[config.mk]
export PLATFORM = sky130hd
export DESIGN_NAME = fibo_sequencer
export DESIGN_NICKNAME = d
export VERILOG_FILES = /design/src/rtl/fibo_pkg.sv /design/src/rtl/fibo_seq_timer.sv /design/src/rtl/fibo_sequencer.sv
export SDC_FILE = /design/constraint.sdc
export NUM_CORES = 1
export LEC_CHECK = 0
export CORE_UTILIZATION = 47
export CTS_BUF_LIST = sky130_fd_sc_hd__clkbuf_16
export CTS_CLUSTER_SIZE = 14
export DETAILED_ROUTE_END_ITERATION = 8
export HOLD_SLACK_MARGIN = 0.15
export MAX_ROUTING_LAYER = met4
export PLACE_DENSITY_LB_ADDON = 0.2
export RECOVER_POWER = 50
export SETUP_SLACK_MARGIN = 0.5
export SYNTH_ARGS = -nofsm -noshare
export SYNTH_HDL_FRONTEND = slang
export SYNTH_HIERARCHICAL = 1
export SYNTH_SLANG_ARGS = --single-unit
[constraint.sdc]
create_clock -name clk -period 3.65 [get_ports clk]
set_clock_uncertainty 0.2 [all_clocks]
set_input_delay 0.5475 -clock clk [delete_from_list [all_inputs] [get_ports clk]]
set_output_delay 0.5475 -clock clk [all_outputs]
set_load 0.01 [all_outputs]
[src/rtl/fibo_pkg.sv]
// fibo_pkg: widths shared with the Fibo core and the sequencer state
// encoding used by fibo_sequencer.
package fibo_pkg;

    localparam int FIBO_IDX_W = 5;
    localparam int FIBO_RES_W = 20;

    typedef enum logic [2:0] {
        ST_IDLE    = 3'd0,
        ST_REQ     = 3'd1,
        ST_RELEASE = 3'd2,
        ST_EMIT    = 3'd3,
        ST_DONE    = 3'd4
    } fibo_seq_state_t;

endpackage

[src/rtl/fibo_seq_timer.sv]
// fibo_seq_timer: loadable down-counter with clear; expire_o flags an
// enabled count that has reached zero.
module fibo_seq_timer #(
    parameter int CNT_W = 10
) (
    input  logic             clk,
    input  logic             reset,
    input  logic             load_i,
    input  logic [CNT_W-1:0] load_val_i,
    input  logic             clr_i,
    input  logic             en_i,
    output logic             expire_o
);

    logic [CNT_W-1:0] cnt_q;
    logic [CNT_W-1:0] cnt_d;

    always_comb begin
        cnt_d = cnt_q;
        if (load_i) begin
            cnt_d = load_val_i;
        end else if (clr_i) begin
            cnt_d = '0;
        end else if (en_i && (cnt_q != '0)) begin
            cnt_d = cnt_q - CNT_W'(1);
        end
    end

    always_ff @(posedge clk or negedge reset) begin
        if (!reset) begin
            cnt_q <= '0;
        end else begin
            cnt_q <= cnt_d;
        end
    end

    assign expire_o = en_i && (cnt_q == '0);

endmodule

[src/rtl/fibo_sequencer.sv]
// fibo_sequencer: walks an index range through the Fibo core handshake and
// streams (index, result) beats. Optional: FIBO_SEQ_TIMEOUT_EN.
module fibo_sequencer
    import fibo_pkg::*;
#(
    parameter int IDX_W       = FIBO_IDX_W,
    parameter int RES_W       = FIBO_RES_W,
    parameter int TIMEOUT_CYC = 1024
) (
    input  logic             clk,
    input  logic             reset,
    input  logic             go,
    input  logic [IDX_W-1:0] first_idx,
    input  logic [IDX_W-1:0] last_idx,
    output logic             busy,
    output logic             done,
    output logic             fibo_start,
    output logic [IDX_W-1:0] fibo_i,
    input  logic             fibo_finish,
    input  logic [RES_W-1:0] fibo_result,
    output logic             out_valid,
    input  logic             out_ready,
    output logic [IDX_W-1:0] out_idx,
    output logic [RES_W-1:0] out_result,
    output logic             timeout_err
);

    fibo_seq_state_t  state_q, state_d;
    logic [IDX_W-1:0] cur_q, cur_d;
    logic [IDX_W-1:0] last_q, last_d;
    logic [IDX_W-1:0] idx_q, idx_d;
    logic [RES_W-1:0] res_q, res_d;
    logic             expire;
    logic             err_set;

    always_comb begin
        state_d = state_q;
        cur_d   = cur_q;
        last_d  = last_q;
        idx_d   = idx_q;
        res_d   = res_q;
        err_set = 1'b0;
        unique case (state_q)
            ST_IDLE: begin
                if (go) begin
                    cur_d   = first_idx;
                    last_d  = last_idx;
                    state_d = (first_idx > last_idx) ? ST_DONE : ST_REQ;
                end
            end
            ST_REQ: begin
                if (fibo_finish) begin
                    res_d   = fibo_result;
                    idx_d   = cur_q;
                    state_d = ST_RELEASE;
                end else if (expire) begin
                    err_set = 1'b1;
                    state_d = ST_DONE;
                end
            end
            ST_RELEASE: begin
                if (!fibo_finish) begin
                    state_d = ST_EMIT;
                end else if (expire) begin
                    err_set = 1'b1;
                    state_d = ST_DONE;
                end
            end
            ST_EMIT: begin
                // compare before increment so an all-ones last index never wraps
                if (out_ready) begin
                    if (cur_q == last_q) begin
                        state_d = ST_DONE;
                    end else begin
                        cur_d   = cur_q + IDX_W'(1);
                        state_d = ST_REQ;
                    end
                end
            end
            ST_DONE: state_d = ST_IDLE;
            default: state_d = ST_IDLE;
        endcase
    end

    always_ff @(posedge clk or negedge reset) begin
        if (!reset) begin
            state_q <= ST_IDLE;
            cur_q   <= '0;
            last_q  <= '0;
            idx_q   <= '0;
            res_q   <= '0;
        end else begin
            state_q <= state_d;
            cur_q   <= cur_d;
            last_q  <= last_d;
            idx_q   <= idx_d;
            res_q   <= res_d;
        end
    end

    assign busy       = (state_q != ST_IDLE);
    assign done       = (state_q == ST_DONE);
    assign fibo_start = (state_q == ST_REQ);
    assign fibo_i     = cur_q;
    assign out_valid  = (state_q == ST_EMIT);
    assign out_idx    = idx_q;
    assign out_result = res_q;

`ifdef FIBO_SEQ_TIMEOUT_EN
    localparam int CNT_W = (TIMEOUT_CYC > 2) ? $clog2(TIMEOUT_CYC) : 1;

    logic waiting;
    logic err_q;

    assign waiting = (state_q == ST_REQ) || (state_q == ST_RELEASE);

    // reload on every state change so each handshake edge gets a full budget
    fibo_seq_timer #(
        .CNT_W(CNT_W)
    ) u_timer (
        .clk       (clk),
        .reset     (reset),
        .load_i    (state_d != state_q),
        .load_val_i(CNT_W'(TIMEOUT_CYC - 1)),
        .clr_i     (!waiting),
        .en_i      (waiting),
        .expire_o  (expire)
    );

    always_ff @(posedge clk or negedge reset) begin
        if (!reset) begin
            err_q <= 1'b0;
        end else if ((state_q == ST_IDLE) && go) begin
            err_q <= 1'b0;
        end else if (err_set) begin
            err_q <= 1'b1;
        end
    end

    assign timeout_err = err_q;
`else
    logic unused_timeout;

    assign unused_timeout = (TIMEOUT_CYC != 0) ^ err_set;
    assign expire         = 1'b0;
    assign timeout_err    = 1'b0;
`endif

endmodule

* After elaboration in Yosys (flattened, before gate mapping)
Index checks and enable logic that the tools add are counted.
W data, S select, Z words.
** Storage, ports and cells
- Word-level logic and storage cells :: 35
- Register bits after elaboration :: 38
** Cells by class
- Magnitude comparators :: 1
- Add/subtract/negate cells :: 1
- Multiplexer cells :: 11
- Equality and inequality tests :: 10
- Reduce and logical (&&, ||, !) cells :: 7
** Operator list (count)
- $mux W3 :: 6
- $mux W5 :: 3
- $pmux W3 S4 :: 1
- $pmux W5 S2 :: 1
- $reduce_and A4 Y1 :: 2
- $eq A3 B2 Y1 const B :: 2
- $ne A2 B2 Y1 const B :: 3
- $add A5 B1 Y5 const B :: 1
- $eq A5 B5 Y1 :: 1
- $gt A5 B5 Y1 :: 1
- $ne A2 B1 Y1 const B :: 2
- $reduce_and A2 Y1 :: 2
- $eq A3 B1 Y1 const B :: 1
- $eq A3 B3 Y1 const B :: 1
- $logic_not A3 Y1 :: 1
- $reduce_bool A3 Y1 :: 1
- $reduce_bool A2 Y1 :: 1

* Depth between registers and ports, before layout
- Depth in word-level cells :: 4
- Depth in mapped cells :: 7
- Depth with buffers taken out :: 7

* Worst setup path before layout
OpenSTA, ideal clock, no wires.
- Path type :: input -> register
- Start point :: input last_idx[2]
- End point :: register state_q[0]
- Data required time :: 3.360 ns
- Library setup time :: 0.090 ns
- Setup slack :: 1.765 ns
- Data arrival time :: 1.595 ns
- Stages :: 7
- Path buffers :: 0
- Cell sequence :: inv_1 -> ha_1 -> o21ai_0 -> a21oi_1 -> o31a_1 -> a211o_1 -> o221ai_1
** Between the ends
- Longest elaborated chain between the ends :: 4
** RTL lines
- start: declaration :: RTL line fibo_sequencer.sv:14 : input logic [IDX_W-1:0] last_idx,
- $gt A5 B5 Y1 :: RTL line fibo_sequencer.sv:48 : state_d = (first_idx > last_idx) ? ST_DONE : ST_REQ;
- $mux W3 :: RTL line fibo_sequencer.sv:48
- $mux W3 :: RTL line fibo_sequencer.sv:45 : if (go) begin
- $pmux W3 S4 :: RTL line fibo_sequencer.sv:43 : unique case (state_q)
- end signal: assignment :: RTL line fibo_sequencer.sv:93 : state_q <= state_d;
- end: declaration :: RTL line fibo_sequencer.sv:28 : fibo_seq_state_t state_q, state_d;
No other way between the ends. The select of a mux whose other input is x is not followed.
A chain may end at the register's enable or synchronous reset.

* Worst setup path after layout
- Start point :: register state_q[0]
- End point :: output out_valid
** Between the ends
- Longest elaborated chain between the ends :: 1
** RTL lines
- $eq A3 B2 Y1 :: RTL line fibo_sequencer.sv:105 : assign out_valid = (state_q == ST_EMIT);
- end: declaration :: RTL line fibo_sequencer.sv:21 : output logic out_valid,
No other way between the ends.

==> results.py <==
metrics = {
    "global_routing": {
        "first_global_vias": 1463,
        "grt_usage_pct": 21.8,
        "grt.overflow.total": 0,
        "grt_pass1_wl_um": 6690,
        "grt_max_degree": 39,
        "antenna_found_initial": 0,
    },
    "place": {
        "place_congestion": 0.879,
        "io_buffers": 68,
        "detailed_place_hpwl_um": 3170,
        "place_area_um2": 2580,
        "dp_cells": 270,
        "pre_cts_slack_ps": 1150,
    },
    "synth": {
        "synthMuxAreaShare_pct": 18.9,
        "async_flop_share_pct": 100,
        "synthAdderAreaFrac_pct": 3.96,
        "synthFlopType": "dfrtp_1",
        "avgSynthCellArea_um2": 11.8,
        "yosys.area.top_type": "dfrtp_1",
        "yosys.area.top_type_share_pct": 50.2,
        "yosys_warnings": 6,
        "ys_seq_elements": 38,
        "synth_nets": 201,
        "synth_edf_count": 0,
        "synth_cell_types": 37,
        "synth_top_family_by_area": "multiplexers",
        "synth-simple-area-share_pct": 10.6,
        "ys_seq_area_share_pct": 50.2,
        "synthTopCellsByArea": "dfrtp_1 (50%), mux2_2 (18%), ha_1 (4.0%)",
        "synth_cells": 160,
        "synth_compound_area_share_pct": 8.98,
        "synth.cell_area_um2": 1900,
        "synth-xor-area-share_pct": 2.31,
    },
    "cts": {
        "cts_buffer_depth": 2,
        "cts_hold_buffers": 0,
        "root_buffer": "clkbuf_16",
        "numCtsBuffers": 5,
        "clock_latency_ps": 270,
        "clk_pin_slew_ps": 50,
        "clkSinkCount": 38,
        "cts_tree": "built",
        "htreeDepth": 2,
        "postCtsResizedCells": 0,
        "cts_setup_buffers": 0,
    },
    "min_path": {
        "hp-class": "reg2reg",
    },
    "sta": {
        "max_freq_mhz": 357,
        "fin_setup_tns_ps": 0,
        "maxSlewHeadroom_pct": -30.1,
        "fin_crit_sh_pct": 76.8,
        "hold_viol": 0,
        "tightestPinTransition_ps": 1950,
        "slew_violations": 39,
        "whs_ps": 296,
        "rsz0062_at_grt": "false",
        "fin_ws_ps": 847,
        "post-route-min-period_ps": 2800,
        "setup_viol_count_final": 0,
    },
    "final_layout": {
        "final_area_um2": 2710,
        "nets": 270,
        "drive_above_1_share_pct": 18.9,
        "final_cell_count_no_fill": 276,
        "areaGrowthSynthToFinish_pct": 42.8,
        "diodes": 0,
    },
    "detailed_routing": {
        "wl_per_cell_um": 15.1,
        "via_per_inst": 5.35,
        "drtAntennaViolNets": 0,
        "vias": 1476,
        "wl_um": 4170,
        "initialDrtViolationCount": 74,
        "firstDrtPassIters": 4,
        "drc": 0,
    },
    "floorplanning": {
        "num_rows": 22,
        "start_util_pct": 50.3,
        "die_h_um": 65.5,
        "io_pins": 70,
        "die-area_um2": 4290,
        "core-area_um2": 3770,
        "die_w_um": 65.5,
    },
    "worst_setup_path": {
        "arrival_ps": 2060,
        "crit_type": "reg2out",
        "critPathRequiredTime_ps": 2900,
        "r2r_slack_ps": 1490,
        "start_kind": "flop",
        "end_kind": "output pin",
        "path_max_fanout": 13,
    },
    "run_status": {
        "outcome": "finished with violations",
        "violations": "max-capacitance violations, max-slew violations",
    },
    "pwr": {
        "p_int_mw": 1.52,
        "combPwrFrac_pct": 48.3,
        "p_leak_nw": 1.15,
        "seq_power_share_pct": 35.0,
        "clockPowerShare_pct": 16.6,
        "p_switching_mw": 0.789,
        "p_sw_share_pct": 34.2,
        "p_per_area_nw_per_um2": 853,
        "vdd_ir_drop_max_uv": 432,
    },
    "run": {
        "cap_violations": 1,
    },
}
[layer usage]
layer,vias to the layer above,GRT usage (%),wire [µm]
li1,703,-,-
met1,715,26.5,1800
met2,51,34.9,2110
met3,7,4.51,190
met4,0,10.1,70
met5,-,-,0
[area by class of cell]
type,count,area (µm²)
fillers,259,1060
flip-flops and latches,38,951
multi-input cells,106,852
repair buffers,69,682
clock buffers,5,125
well taps,48,60.1
inverters,9,33.8
clock inverters,1,3.75
[worst paths after layout]
check	start	to	depth (start not counted)
min reg2reg	out_idx[4]	out_idx[4]	1
max reg2reg	state_q[0]	fibo_i[3]	5
max	state_q[0]	out_valid	3
min in group asynchronous	reset	out_idx[1]	1
min	out_idx[4]	out_idx[4]	1
max in group asynchronous	reset	out_result[1]	1
[power by group through the flow]
stage / Combinational [mW] / Sequential (mW) / Clock, mW
6_report: 1.12 / 0.809 / 0.384
5_1_grt: 1.21 / 0.843 / 0.415
4_1_cts: 1.16 / 0.815 / 0.395
3_5_place_dp: 1.15 / 0.819 / 0
3_3_place_gp: 1.12 / 0.801 / 0
2_1_floorplan: 0.595 / 0.848 / 0
[cell families after synthesis]
family,after synthesis
flops,38
simple gates,37
mux,32
compound gates,25
buf+inv,16
fa+ha+maj,6
xor+xnor,5
other cells,1
[critical path, cell delays in order (launching register included)]
cell and delay, ps:
dfrtp_1 550, nand3b_1 450, inv_1 220, clkdlybuf4s50_1 560
[placed cells by master (no fill, tap or decap), types with 2 or more instances in the layout]
cell type and n:
nor2b_1 2, nor2_1 9, inv_1 9, a21oi_1 7
clkbuf_16 5, nor3_1 3, nand2b_1 2, nand3_1 5
and2_1 2, mux2_2 31, dfrtp_1 38, clkdlybuf4s50_1 50
o21ai_0 9, nand2_1 5, xnor2_1 5, dlygate4sd3_1 17
ha_1 6
[registers in the layout (all words and copies together), names as in the netlist]
name	flops
fibo_i	5
out_idx	5
out_result	20
state_q	3
last_q	5
[synth_stat cells (2+ instances only)]
cell type  instances
nor2b_1            2
inv_1              9
buf_4              2
buf_6              3
and2_1             2
buf_2              2
a21oi_1            7
nor3_1             3
nand2b_1           2
xnor2_1            5
ha_1               6
nand2_1            5
nor2_1             9
nand3_1            5
o21ai_0            9
mux2_2            31
dfrtp_1           38
[stage by stage]
step	power [mW]	util, %
floorplan	1.44	-
global placement	1.92	68.4
detailed placement	1.97	68.4
CTS	2.37	71.8
global route	2.47	71.8
finish	2.31	71.8
Power figures use the tool's default switching activity.
